`src/rtl/psg_bus_arbiter.sv`:
```
// Two-port arbiter for a ym2149 PSG register bus. Each granted request is turned
// into an address latch, an access, and an inactive gap. Ports are served round-robin.
module psg_bus_arbiter #(
   parameter int PHASE_LEN  = 1,
   parameter int GAP_LEN    = 1,
   parameter bit ADDR_CACHE = 1
) (
   input  logic       CLK,
   input  logic       RESET,
   input  logic       flush,
   input  logic       req0,
   input  logic       we0,
   input  logic [3:0] addr0,
   input  logic [7:0] din0,
   output logic       ack0,
   output logic [7:0] dout0,
   input  logic       req1,
   input  logic       we1,
   input  logic [3:0] addr1,
   input  logic [7:0] din1,
   output logic       ack1,
   output logic [7:0] dout1,
   output logic       psg_bdir,
   output logic       psg_bc,
   output logic [7:0] psg_di,
   input  logic [7:0] psg_do,
   output logic       busy
);

   localparam int CNT_W = $clog2((PHASE_LEN > GAP_LEN ? PHASE_LEN : GAP_LEN) + 1);
   localparam logic [CNT_W-1:0] PH_LAST  = CNT_W'(PHASE_LEN - 1);
   localparam logic [CNT_W-1:0] GAP_LAST = CNT_W'(GAP_LEN - 1);

   localparam logic [1:0] S_IDLE = 2'd0;
   localparam logic [1:0] S_ADDR = 2'd1;
   localparam logic [1:0] S_ACC  = 2'd2;
   localparam logic [1:0] S_GAP  = 2'd3;

   logic [1:0]       state_q, state_d;
   logic [CNT_W-1:0] cnt_q, cnt_d;
   logic             grant_q, grant_d;
   logic             last_q, last_d;
   logic             we_q, we_d;
   logic [3:0]       addr_q, addr_d;
   logic [7:0]       din_q, din_d;
   logic [3:0]       cache_q, cache_d;
   logic             cvld_q, cvld_d;
   logic             bdir_q, bdir_d;
   logic             bc_q, bc_d;
   logic [7:0]       di_q, di_d;
   logic             ack0_q, ack0_d;
   logic             ack1_q, ack1_d;
   logic [7:0]       dout0_q, dout0_d;
   logic [7:0]       dout1_q, dout1_d;
   logic             busy_q, busy_d;

   always_comb begin
      state_d = state_q;
      cnt_d   = cnt_q + 1'b1;
      grant_d = grant_q;
      last_d  = last_q;
      we_d    = we_q;
      addr_d  = addr_q;
      din_d   = din_q;
      cache_d = cache_q;
      cvld_d  = cvld_q;
      dout0_d = dout0_q;
      dout1_d = dout1_q;

      case (state_q)
         S_IDLE: begin
            cnt_d = '0;
            if (req0 || req1) begin
               // with both pending, the port not served last wins
               grant_d = (req0 && req1) ? ~last_q : req1;
               last_d  = grant_d;
               we_d    = grant_d ? we1 : we0;
               addr_d  = grant_d ? addr1 : addr0;
               din_d   = grant_d ? din1 : din0;
               state_d = (ADDR_CACHE && cvld_q && cache_q == addr_d) ? S_ACC : S_ADDR;
            end
         end
         S_ADDR: begin
            if (cnt_q == PH_LAST) begin
               state_d = S_ACC;
               cnt_d   = '0;
               cache_d = addr_q;
               cvld_d  = 1'b1;
            end
         end
         S_ACC: begin
            if (cnt_q == PH_LAST) begin
               state_d = S_GAP;
               cnt_d   = '0;
               if (!we_q) begin
                  if (grant_q) dout1_d = psg_do;
                  else         dout0_d = psg_do;
               end
            end
         end
         default: begin
            if (cnt_q == GAP_LAST) begin
               state_d = S_IDLE;
               cnt_d   = '0;
            end
         end
      endcase

      // a flush overrides a cache fill on the same edge
      if (flush) cvld_d = 1'b0;

      // bus outputs are registered from the next state so they align with it
      bdir_d = 1'b0;
      bc_d   = 1'b0;
      di_d   = 8'hFF;
      case (state_d)
         S_ADDR: begin
            bdir_d = 1'b1;
            bc_d   = 1'b1;
            di_d   = {4'h0, addr_d};
         end
         S_ACC: begin
            if (we_d) begin
               bdir_d = 1'b1;
               di_d   = din_d;
            end else begin
               bc_d   = 1'b1;
            end
         end
         default: ;
      endcase
      ack0_d = (state_q == S_ACC) && (state_d == S_GAP) && !grant_q;
      ack1_d = (state_q == S_ACC) && (state_d == S_GAP) && grant_q;
      busy_d = (state_d != S_IDLE);
   end

   always_ff @(posedge CLK or posedge RESET) begin
      if (RESET) begin
         state_q <= S_IDLE;
         cnt_q   <= '0;
         grant_q <= 1'b0;
         last_q  <= 1'b1;
         we_q    <= 1'b0;
         addr_q  <= 4'h0;
         din_q   <= 8'h00;
         cache_q <= 4'h0;
         cvld_q  <= 1'b0;
         bdir_q  <= 1'b0;
         bc_q    <= 1'b0;
         di_q    <= 8'hFF;
         ack0_q  <= 1'b0;
         ack1_q  <= 1'b0;
         dout0_q <= 8'h00;
         dout1_q <= 8'h00;
         busy_q  <= 1'b0;
      end else begin
         state_q <= state_d;
         cnt_q   <= cnt_d;
         grant_q <= grant_d;
         last_q  <= last_d;
         we_q    <= we_d;
         addr_q  <= addr_d;
         din_q   <= din_d;
         cache_q <= cache_d;
         cvld_q  <= cvld_d;
         bdir_q  <= bdir_d;
         bc_q    <= bc_d;
         di_q    <= di_d;
         ack0_q  <= ack0_d;
         ack1_q  <= ack1_d;
         dout0_q <= dout0_d;
         dout1_q <= dout1_d;
         busy_q  <= busy_d;
      end
   end

   assign psg_bdir = bdir_q;
   assign psg_bc   = bc_q;
   assign psg_di   = di_q;
   assign ack0     = ack0_q;
   assign ack1     = ack1_q;
   assign dout0    = dout0_q;
   assign dout1    = dout1_q;
   assign busy     = busy_q;

endmodule

```
`config.mk`:
```
export PLATFORM = sky130hd
export DESIGN_NAME = psg_bus_arbiter
export DESIGN_NICKNAME = d
export VERILOG_FILES = /design/src/rtl/psg_bus_arbiter.sv
export SDC_FILE = /design/constraint.sdc
export NUM_CORES = 1
export LEC_CHECK = 0
export ABC_AREA = 1
export CAP_MARGIN = 15
export CORE_MARGIN = 4
export CORE_UTILIZATION = 47
export DETAILED_ROUTE_END_ITERATION = 8
export HOLD_SLACK_MARGIN = 0.05
export MAX_ROUTING_LAYER = met4
export PLACE_DENSITY = 0.82
export RECOVER_POWER = 25
export SLEW_MARGIN = 15
export SYNTH_ARGS = -nofsm -noshare
export SYNTH_HDL_FRONTEND = slang
export SYNTH_SLANG_ARGS = --single-unit
```
`constraint.sdc`:
```
create_clock -name CLK -period 2.7 [get_ports CLK]
set_input_delay 0.675 -clock CLK [delete_from_list [all_inputs] [get_ports CLK]]
set_output_delay 0.675 -clock CLK [all_outputs]
set_load 0.01 [all_outputs]
```
==> flow_metrics.env <==
export IMPL_vdd_drop_max_mv=0.5323
export IMPL_p_sw_frac=0.3884
export IMPL_synth_top_cell_area_share=0.4421
export IMPL_die_height_um=79.12
export IMPL_setup_viol=0
export IMPL_critPathMaxStageDelay_ns=0.51
export IMPL_vias_per_cell=4.816
export IMPL_cp_data_required_time_ns=2.92
export IMPL_synthTopCellsByArea="dfrtp_1, dfstp_2, nand2_1"
export IMPL_power_frac_clock=0.125
export IMPL_area_delta_synth_final_pct=39.21
export IMPL_numPortBuffers=67
export IMPL_path_clk_slew_ns=0.09
export IMPL_final_common_cell="clkdlybuf4s50_1"
export IMPL_power_switching_mw=1.493
export IMPL_crit_family="buffers and inverters"
export IMPL_power_frac_seq=0.359
export IMPL_rrSetupSlack_ns=0.57
export IMPL_netlist_area_um2=2377
export IMPL_path_max_fanout=8
export IMPL_seq_area_frac_synth=0.5416
export IMPL_fin_crit_sh=0.9246
export IMPL_grt_use_total=0.1933
export IMPL_wl_mm=5.385
export IMPL_cts_buffers=5
export IMPL_most_common_layout_cells="clkdlybuf4s50_1, nand2_1, dfrtp_1"
export IMPL_regArea_um2=1287
export IMPL_cts_root_buf="clkbuf_8"
export IMPL_worst_slew_pin_slew_ns=0.8327
export IMPL_status="finished clean"
export IMPL_crit_cells=13
export IMPL_cts_tree="yes"
export IMPL_die_w_um=79.12
export IMPL_cp_data_arrival_time_ns=2.71
export IMPL_min_path_cells=1
export IMPL_core_area_um2=4817
export IMPL_reg2reg_depth=14
export IMPL_comb_power_share=0.516
export IMPL_ys_seq_elements=51
export IMPL_grt_pass1_wl_mm=9.170
export IMPL_rsz0062_at_grt="false"
export IMPL_path_buf_inv=5
export IMPL_p_per_area_nw_per_um2=1162
export IMPL_nets=391
export IMPL_io_pins=68
export IMPL_antenna_left=0
export IMPL_cp_end_kind="register"
export IMPL_post_cts_resized=0
export IMPL_initial_core_util=0.4935
export IMPL_fin_tns_setup_ns=0
export IMPL_drc=0
export IMPL_drv_cap=0
export IMPL_overflow=0
export IMPL_post_cts_buffers=0
export IMPL_hold_class="register to register"
export IMPL_fin_crit_ns=2.496
export IMPL_worst_setup_path_type="input port to register"
export IMPL_diodes=0
export IMPL_grt_pass1_vias=1950
export IMPL_slowest_stage="clkdlybuf4s50_1"
export IMPL_place_ws_ns=-0.1153
export IMPL_path_cells="clkdlybuf4s50_1 -> buf_12 -> nand2_8 -> buf_4 -> o211ai_1 -> nand2_1 -> nand3_2 -> a22oi_2 -> buf_4 -> ha_1 -> buf_4 -> o21ai_0 -> nand3_1"
export IMPL_yosys_area_top_type="dfrtp_1"
export IMPL_max_freq_mhz=400.6
export IMPL_syn_nets=308
export IMPL_vias=1984
export IMPL_cts_hold_fix_buffers=0
export IMPL_antenna_found_initial=0
export IMPL_critical_path_startpoint_type="input port"
export IMPL_first_pass_iters=4
export IMPL_dp_hpwl_mm=4.157
export IMPL_finalNonFillerCells=412
export IMPL_dpl_cell_count=404
export IMPL_insertion_delay_ns=0.30
export IMPL_drt_initial_drc_count=97
export IMPL_clockBufferDepth=2
export IMPL_finalWorstSetupSlack_ns=0.2035
export IMPL_slew_viol_final=0
export IMPL_hold_violations=0
export IMPL_grt_start_max_net_pins=30
export IMPL_multi_input_area_um2=894.6
export IMPL_post_drt_wl_per_cell_um=13.07
export IMPL_synth_cell_type_count=30
export IMPL_core_rowCount=25
export IMPL_layout_drive_gt1_share=0.1594
export IMPL_fin_skew_ns=0.003704
export IMPL_h_tree_depth=2
export IMPL_finalWeightedCongestion=0.8552
export IMPL_n_fill_cell=409
export IMPL_postSynthAreaPerCell_um2=9.108
export IMPL_cts_sinks=51
export IMPL_relSlewSlack=0.4443
export IMPL_synthCells=261
export IMPL_crit_path_frequent_cell="buf_4"
export IMPL_p_leak_nw=1.579
export IMPL_yosysWarnings=0
export IMPL_p_int_mw=2.352
export IMPL_die_area_um2=6260
sequential cells by signal (all words and copies together) (netlist names), 2 cells and up:
name and cells:
state_q 2, psg_di 8, cache_q 4, dout1 8
addr_q 4, dout0 8, din_q 8
power by group through the flow:
| stage | Sequential (mW) | Combinational (mW) | Clock [mW] |
|---|---|---|---|
| 2_1_floorplan | 1.47 | 1.04 | 0 |
| 3_3_place_gp | 1.39 | 1.94 | 0 |
| 3_5_place_dp | 1.39 | 1.99 | 0 |
| 4_1_cts | 1.38 | 1.99 | 0.491 |
| 5_1_grt | 1.43 | 2.24 | 0.523 |
| 6_report | 1.38 | 1.98 | 0.480 |
cells in the mapped netlist:
cell and number:
nand2_1 57, dfrtp_1 42, o21ai_0 38, inv_1 33, nor2_1 17, nand3_1 13
o21ai_1 12, dfstp_2 9, ha_1 8, inv_2 4, clkbuf_1 3, nand2_2 3
buf_6 2, nand2_4 2, nand3_2 2, nor2_4 2, a211oi_1 1, a21oi_2 1
a22oi_2 1, a31oi_1 1, buf_12 1, buf_2 1, mux2_2 1, nand2_8 1
nand3b_1 1, nor2_2 1, o211ai_1 1, o211ai_2 1, o21ai_2 1, or2_2 1
stage by stage:
step / area (µm²) / total power [mW] / hold slack [ns] / util
4_1_cts: 3322 / 3.867 / 0.4814 / 0.6896
5_1_grt: 3309 / 4.189 / 0.5177 / 0.6870
3_3_place_gp: 3218 / 3.323 / 0.4630 / 0.6681
3_5_place_dp: 3218 / 3.381 / 0.4690 / 0.6681
2_1_floorplan: 2377 / 2.505 / 0.4425 / -
6_report: 3309 / 3.845 / 0.4824 / 0.6870
metal layers:
layer / GRT usage / part of all wire
met5: - / 0
met4: 0.07560 / 0.014
met3: 0.03175 / 0.041
met2: 0.3056 / 0.50
met1: 0.2506 / 0.44
path summary, 6_finish.rpt:
check / startpoint / end
setup / recovery: req1 / psg_di[0]
hold / removal: grant_q / ack0
setup reg to reg: last_q / psg_di[0]
hold reg to reg: grant_q / ack0
max in group asynchronous: RESET / din_q[0]
min in group asynchronous: RESET / dout0[5]
cell type report:
cell class,count,share of cell area
timing repair buffer,83,0.2420
inverter,37,0.04197
tap,67,0.02533
multi-input combinational,166,0.2703
sequential,51,0.3890
clock buffer,7,0.02911
clock inverter,1,0.002268
cell families (layout without fill, tap and decap cells):
group | after synthesis | in the layout | share of synthesized area
AND/OR/NAND/NOR | 100 | 100 | 0.1963
AO/OA/AOI/OAI | 57 | 57 | 0.1321
flip-flops | 51 | 51 | 0.5416
buffers and inverters | 44 | 128 | 0.08315
adder cells (fa/ha/maj) | 8 | 8 | 0.04211
multiplexers | 1 | 1 | 0.004737
Note: power is estimated with default switching activity, not from simulation.
